[src/rtl/jtdsp16_cache_pkg.sv]
// Shared definitions for the do/redo instruction cache sequencer:
// state encodings, cache geometry and a small index helper.
package jtdsp16_cache_pkg;

  typedef enum logic [1:0] {
    ST_IDLE = 2'd0,
    ST_FILL = 2'd1,
    ST_LOOP = 2'd2
  } state_t;

  localparam int CACHE_DEPTH = 15;
  localparam int AW          = 4;

  // Index of the final body word for a body of length n (n >= 1).
  function automatic logic [AW-1:0] last_idx(input logic [AW-1:0] n);
    return n - 4'd1;
  endfunction

endpackage

[src/rtl/jtdsp16_cache_mem.sv]
// Loop-body storage: 16 words, one synchronous write port gated by cen,
// one asynchronous read port feeding the decoder mux.
module jtdsp16_cache_mem
  import jtdsp16_cache_pkg::*;
#(
  parameter int DW = 16
) (
  input  logic          clk,
  input  logic          cen,
  input  logic          we,
  input  logic [AW-1:0] wr_addr,
  input  logic [DW-1:0] wr_data,
  input  logic [AW-1:0] rd_addr,
  output logic [DW-1:0] rd_data
);

  logic [DW-1:0] r_mem [0:(1<<AW)-1];

  always_ff @(posedge clk) begin
    if (cen && we) r_mem[wr_addr] <= wr_data;
  end

  assign rd_data = r_mem[rd_addr];

endmodule

[src/rtl/jtdsp16_cache_ctrl.sv]
// do/redo loop sequencer: captures the body from ROM on the first pass,
// then replays it from the cache while holding the PC.
module jtdsp16_cache_ctrl
  import jtdsp16_cache_pkg::*;
#(
  parameter int DEPTH = 15,
  parameter int DW    = 16
) (
  input  logic          clk,
  input  logic          rst,
  input  logic          cen,
  input  logic          do_start,
  input  logic          redo,
  input  logic [3:0]    ni,
  input  logic [6:0]    k,
  input  logic [DW-1:0] rom_dout,
  output logic [DW-1:0] cache_dout,
  output logic          cache_sel,
  output logic          pc_halt,
  output logic          busy,
  output logic          loop_end
);

  state_t          r_state, w_next;
  logic [AW-1:0]   r_wr, r_rd, r_ni;
  logic [6:0]      r_iter;
  logic            r_valid;

  logic            w_last_wr, w_last_rd;
  logic            w_do_ok, w_redo_ok;
  logic            w_we;
  logic [DW-1:0]   w_rd_data;

  assign w_last_wr = (r_wr == last_idx(r_ni));
  assign w_last_rd = (r_rd == last_idx(r_ni));
  assign w_do_ok   = do_start && !redo && (ni != 4'd0) && (int'(ni) <= DEPTH);
  assign w_redo_ok = do_start &&  redo && r_valid && (k != 7'd0);
  assign w_we      = (r_state == ST_FILL);

  jtdsp16_cache_mem #(.DW(DW)) u_mem (
    .clk     (clk),
    .cen     (cen),
    .we      (w_we),
    .wr_addr (r_wr),
    .wr_data (rom_dout),
    .rd_addr (r_rd),
    .rd_data (w_rd_data)
  );

  always_ff @(posedge clk) begin
    if (rst)      r_state <= ST_IDLE;
    else if (cen) r_state <= w_next;
  end

  always_comb begin
    w_next = r_state;
    case (r_state)
      ST_IDLE: begin
        if (w_do_ok)        w_next = ST_FILL;
        else if (w_redo_ok) w_next = ST_LOOP;
      end
      ST_FILL: begin
        if (w_last_wr) w_next = (r_iter <= 7'd1) ? ST_IDLE : ST_LOOP;
      end
      ST_LOOP: begin
        if (w_last_rd && r_iter == 7'd1) w_next = ST_IDLE;
      end
      default: w_next = ST_IDLE;
    endcase
  end

  // The fill pass counts as the first iteration, so iter drops by one on entry to LOOP.
  always_ff @(posedge clk) begin
    if (rst) begin
      r_wr    <= '0;
      r_rd    <= '0;
      r_ni    <= '0;
      r_iter  <= '0;
      r_valid <= 1'b0;
    end else if (cen) begin
      case (r_state)
        ST_IDLE: begin
          if (w_do_ok) begin
            r_ni    <= ni;
            r_iter  <= k;
            r_wr    <= '0;
            r_valid <= 1'b0;
          end else if (w_redo_ok) begin
            r_iter <= k;
            r_rd   <= '0;
          end
        end
        ST_FILL: begin
          if (w_last_wr) begin
            r_valid <= 1'b1;
            r_rd    <= '0;
            if (r_iter > 7'd1) r_iter <= r_iter - 7'd1;
          end else begin
            r_wr <= r_wr + 4'd1;
          end
        end
        ST_LOOP: begin
          if (w_last_rd) begin
            r_rd   <= '0;
            r_iter <= r_iter - 7'd1;
          end else begin
            r_rd <= r_rd + 4'd1;
          end
        end
        default: ;
      endcase
    end
  end

  always_comb begin
    cache_sel = (r_state == ST_LOOP);
    pc_halt   = (r_state == ST_LOOP);
    busy      = (r_state != ST_IDLE);
    loop_end  = (r_state == ST_LOOP) && w_last_rd && (r_iter == 7'd1);
  end

  assign cache_dout = cache_sel ? w_rd_data : '0;

endmodule

[config.mk]
export PLATFORM = sky130hd
export DESIGN_NAME = jtdsp16_cache_ctrl
export DESIGN_NICKNAME = d
export VERILOG_FILES = /design/src/rtl/jtdsp16_cache_pkg.sv /design/src/rtl/jtdsp16_cache_mem.sv /design/src/rtl/jtdsp16_cache_ctrl.sv
export SDC_FILE = /design/constraint.sdc
export NUM_CORES = 1
export LEC_CHECK = 0
export ABC_AREA = 1
export CAP_MARGIN = 20
export CORE_ASPECT_RATIO = 1.4
export CORE_UTILIZATION = 42
export DETAILED_ROUTE_END_ITERATION = 7
export PLACE_DENSITY = 0.63
export RECOVER_POWER = 100
export SYNTH_ARGS = -nofsm -noshare
export SYNTH_HDL_FRONTEND = slang
export SYNTH_SLANG_ARGS = --single-unit
[constraint.sdc]
create_clock -name clk -period 2.6 [get_ports clk]
set_input_delay 0.52 -clock clk [delete_from_list [all_inputs] [get_ports clk]]
set_output_delay 0.52 -clock clk [all_outputs]
set_load 0.05 [all_outputs]
# ---- Word level (Yosys, flattened, before mapping)
# Memory sizes are Yosys's and may differ from the RTL's. A register that Yosys moved wholly into a read port is not among the register bits.
# Index checks and enable logic that the tools add are counted.
# W data, S select, Z words.
dict set report word_totals {
  input_bits 32
  output_inout_bits 20
  latch_bits 0
  mem_bits_rw 256
  ff_bits 22
  elab_cells 77
  mem_bits_ro 0
  n_memories 1
}
# memory depth word_bits read_ports rd_ports_with_merged_regs wr line
set mem_list {}
lappend mem_list {u_mem.r_mem 16 16 1 1 1 jtdsp16_cache_mem.sv:17} ;# logic [DW-1:0] r_mem [0:(1<<AW)-1];
dict set report op_classes {
  shift 0
  magnitude_cmp 2
  reduce_logical 22
  bitwise 0
  n_addsub 4
  multipliers 0
  mux 28
  n_eq_ne 14
  div 0
}
# op n
set ops {}
lappend ops {{$mux W7} 5}
lappend ops {{$mux W4} 8}
lappend ops {{$pmux W7 S3} 1}
lappend ops {{$mux W16} 1}
lappend ops {{$ne A2 B2 Y1 const B} 6}
lappend ops {{$pmux W4 S3} 1}
lappend ops {{$reduce_and A4 Y1} 3}
lappend ops {{$mux W2} 5}
lappend ops {{$logic_and A1 B1 Y1} 9}
lappend ops {{$add A4 B1 Y4 const B} 2}
lappend ops {{$eq A4 B4 Y1} 2}
lappend ops {{$pmux W4 S2} 1}
lappend ops {{$eq A7 B1 Y1 const B} 1}
lappend ops {{$gt A7 B1 Y1 const B} 1}
lappend ops {{$le A7 B1 Y1 const B} 1}
lappend ops {{$reduce_bool A7 Y1} 1}
lappend ops {{$sub A7 B1 Y7 const B} 1}
lappend ops {{$pmux W2 S3} 1}
lappend ops {{$reduce_and A6 Y1} 1}
lappend ops {{$reduce_and A5 Y1} 1}
lappend ops {{$mux W1} 4}
lappend ops {{$ne A2 B1 Y1 const B} 2}
lappend ops {{$reduce_bool A2 Y1} 2}
lappend ops {{$reduce_bool A4 Y1} 1}
lappend ops {{other kinds (9)} 9}

# ---- Logic depth before layout (Yosys ltp)
dict set report depth {
  word_depth 8
  depth_mapped 15
  depth_no_buf 15
}

# ---- Cells and area by module
# A second synthesis with hierarchy kept.
dict set report hier_totals {
  hier_cells 1345
  area_unflattened_um2 12851.1
}
# mod area_per_inst_um2 n_inst seq_area_each_um2 cells_per_inst
set by_module_without_submodules {}
lappend by_module_without_submodules {jtdsp16_cache_mem 11070.6 1 7687.4 1061}
lappend by_module_without_submodules {jtdsp16_cache_ctrl 1780.5 1 440.4 284}

# ---- Least setup slack after synthesis
# Ideal clock, no wire load.
dict set report synth_timing {
  path_type {reg2out}
  startpoint {reg r_state[0]}
  endpoint {out loop_end}
  slack_ns -0.141
  path_stages_with_launch 5
  arrival_ns 2.221
  n_path_buf 0
  required_ns 2.080
  path_cell_list {dfxtp_1 -> inv_1 -> ha_1 -> inv_2 -> nor3_1}
}
dict set report synth_via {
  elab_chain_len 3
}
# item line
set synth_rtl {}
lappend synth_rtl {{start, declared} jtdsp16_cache_ctrl.sv:24} ;# state_t r_state, w_next;
lappend synth_rtl {{start signal, assigned} jtdsp16_cache_ctrl.sv:52} ;# else if (cen) r_state <= w_next;
lappend synth_rtl {{$eq A2 B2 Y1} --}
lappend synth_rtl {{net cache_sel} jtdsp16_cache_ctrl.sv:18} ;# output logic cache_sel,
lappend synth_rtl {{$logic_and A1 B1 Y1 (2 in series)} jtdsp16_cache_ctrl.sv:119} ;# loop_end = (r_state == ST_LOOP) && w_last_rd && (r_iter == 7'd1);
lappend synth_rtl {{end, declared} jtdsp16_cache_ctrl.sv:21} ;# output logic loop_end
# The timed path passes the listed nets, and every way through them passes these cells.

==> impl_metrics.env <==
export IMPL_synth_flop_cell="edfxtp_1"
export IMPL_start_util_pct=43.0
export IMPL_synth_net_count=1008
export IMPL_vdd_drop_max_mv=0.381
export IMPL_min_period_ps=2780
export IMPL_clk_latency_ps=530
export IMPL_hold_depth=2
export IMPL_r2r_worst_path_cells=13
export IMPL_finClkSkew_ps=15.8
export IMPL_hold_class="reg -> reg"
export IMPL_post_synth_cell_area_avg_um2=12.1
export IMPL_maxSlewHeadroom_pct=52.3
export IMPL_internal_power_mw=7.84
export IMPL_clk_pin_slew_worst_paths_ps=70
export IMPL_numCtsBuffers=27
export IMPL_r2r_end="r_iter[6]"
export IMPL_cp_arrival_ps=2260
export IMPL_fp_dieH_um=199
export IMPL_ios=52
export IMPL_rsz0062_at_grt="true"
export IMPL_core_area_um2=27100
export IMPL_place_gp_congestion=0.805
export IMPL_pwr_share_seq_pct=48.5
export IMPL_synth_edf_count=256
export IMPL_dieArea_um2=28400
export IMPL_fp_dieW_um=143
export IMPL_htreeDepth=1
export IMPL_finalInstanceArea_um2=14300
export IMPL_ys_ff_latch=282
export IMPL_r2r_slack_ps=170
export IMPL_path_depth=7
export IMPL_cts_tree="built"
export IMPL_dpl_cell_count=1362
export IMPL_cp_slowest_cell="dfxtp_4"
export IMPL_yosysTopAreaCell="edfxtp_1"
export IMPL_seq_area_frac_synth_pct=70.4
export IMPL_totalWireLength_mm=30.9
export IMPL_leakage_nw=4.86
export IMPL_synth_area_leaders="edfxtp_1 66%, o21ai_0 6.0%, nor2_1 6.0%"
export IMPL_vias_per_cell=5.66
export IMPL_async_flop_share_pct=0
export IMPL_clockBufferDepth=3
export IMPL_required_ps=2080
export IMPL_hold_violations=0
export IMPL_grt_ovfl_total=0
export IMPL_vias=8133
export IMPL_syn2layout_area_growth_pct=22.5
export IMPL_pwr_density_cell_nw_per_um2=733
export IMPL_critical_path_class="reg -> out"
export IMPL_fin_crit_sh_pct=107
export IMPL_drt_iter0_markers=744
export IMPL_fin_nets=1095
export IMPL_cp_num_buf_inv=3
export IMPL_drc=0
export IMPL_p_switching_mw=2.64
export IMPL_status="finished with violations"
export IMPL_drtAntennaViolNets=0
export IMPL_combPwrFrac_pct=14.0
export IMPL_path_cells="buf_4 -> buf_16 -> o21ai_0 -> o221ai_1 -> o211ai_1 -> a21oi_2 -> buf_6"
export IMPL_synth_cells=964
export IMPL_swShare_pct=25.2
export IMPL_fmax_ghz=0.360
export IMPL_num_rows=71
export IMPL_synth_area_um2=11700
export IMPL_layout_setup_ws_ps=-177
export IMPL_setup_viol=17
export IMPL_grt_pass1_vias=7923
export IMPL_synth_distinct_cells=34
export IMPL_slew_violations=0
export IMPL_setup_tns_ps=-1330
export IMPL_place_ws_ps=295
export IMPL_final_cell_mix="256 x edfxtp_1, 179 x nor2_1, 118 x o21ai_0"
export IMPL_maxCapViolCount=0
export IMPL_hold_end="r_ni[1]"
export IMPL_critPathTopFamily="compound AO/OA/AOI/OAI gates"
export IMPL_grt_pass1_wl_mm=45.6
export IMPL_synth_top_area_share_pct=65.9
export IMPL_numClockSinks=282
export IMPL_grt_use_total_pct=21.6
export IMPL_drtPass1Iterations=5
export IMPL_place_area_um2=13000
export IMPL_final_common_cell="edfxtp_1"
export IMPL_slowest_delay_ps=440
export IMPL_violations="negative setup slack"
export IMPL_antennaDiodeCount=0
export IMPL_yosys_warnings=0
export IMPL_wl_per_cell_um=21.5
export IMPL_stdcell_count=1436
export IMPL_cp_max_fo=18
export IMPL_worst_setup_path_start_kind="register"
export IMPL_grt_max_degree=57
export IMPL_worstMarginPinSlew_ps=716
export IMPL_antenna_found_initial=2
export IMPL_p_clk_share_pct=37.5
export IMPL_dpl_hpwl_mm=16.6
export IMPL_drive_gt1_share_pct=16.2
export IMPL_port_buffers=51
export IMPL_r2r_start="r_ni[0]"
export IMPL_fin_hold_ws_ps=469
export IMPL_min_delay_start="r_ni[1]"
export IMPL_clk_root_buffer_cell="clkbuf_16"
export IMPL_cp_end_kind="output pin"
-- kinds of logic after synthesis --
| logic type | count (synthesis) | share of synthesized area, % |
|---|---|---|
| fa+ha+maj | 12 | 1.29 |
| simple gates | 305 | 11.0 |
| compound gates | 265 | 13.6 |
| xor+xnor | 7 | 0.526 |
| buf+inv | 93 | 3.26 |
| flops | 282 | 70.4 |
-- stage by stage --
stage / util, % / power [mW]
3_3_place_gp: 48.1 / 6.54
5_1_grt: 52.7 / 10.9
2_1_floorplan: - / 6.05
3_5_place_dp: 48.1 / 6.56
4_1_cts: 52.6 / 10.5
6_report: 52.7 / 10.5
-- layout make-up --
cell class                      count  area [um^2]
Clock inverter                     14          146
Fill cell                        2286        12800
Clock buffer                       35          746
Timing Repair Buffer              112         1350
Multi-Input combinational cell    589         3210
Sequential cell                   282         8220
Inverter                           39          169
Tap cell                          365          457
-- layer usage --
metal | vias to the layer above | track usage [%] | wire length [um]
met1 | 3958 | 26.7 | 11900
met2 | 363 | 38.0 | 15900
li1 | 3741 | - | -
met5 | - | 0 | 10
met4 | 2 | 8.56 | 966
met3 | 69 | 3.21 | 2170
-- state kept, by name (all words and copies together) (netlist names), named ones only --
name	flops
u_mem.r_mem	256
r_iter	7
r_ni	4
r_rd	4
r_wr	4
r_state	2
r_valid	1
-- Yosys cell counts, drive strengths merged, types with 2 or more instances --
cell and number:
o21bai 3, inv 38, nor2 190, o22ai 20, a21oi 34, buf 22
nor3 6, dfxtp 26, nand4 3, edfxtp 256, clkbuf 32, nand3 38
ha 12, o21ai 141, or2 2, o211ai 20, o221ai 44, xor2 7
nand2 66
-- worst reg2reg max path, cell delays in order (launching register included) --
cell	delay, ps
dfxtp_1	400
inv_4	60
ha_1	330
clkbuf_4	150
xor2_1	140
nand2_1	80
nor2_1	170
nand2_2	70
nand2_1	120
nand3_1	340
nor2_8	280
nand2_1	80
nand2_1	60
nor2_1	40
-- power by group through the flow --
stage          clock [mW]  combinational, mW  sequential (mW)
3_5_place_dp            0               1.38             5.18
5_1_grt              4.15               1.61             5.09
3_3_place_gp            0               1.36             5.18
4_1_cts              3.99               1.44             5.08
6_report             3.93               1.47             5.08
2_1_floorplan           0              0.888             5.16
-- what timing repair did --
action / 4_1_cts / 5_1_grt
endpoints found under the setup margin: 20 / 17
hold buffers: 0 / 0
gates cloned: 6 / 6
buffers inserted: 4 / 9
pin swaps: 10 / 22
resized for setup: 43 / 54
-- worst max-delay path by stage --
stage / endpoint / slack [ps]
floorplan: cache_dout[10] / -30
global placement: cache_dout[1] / 290
detailed placement: cache_dout[4] / 300
CTS: cache_dout[0] / -140
global route: cache_dout[8] / -220
finish: cache_dout[8] / -180
Power figures use the tool's default switching activity.
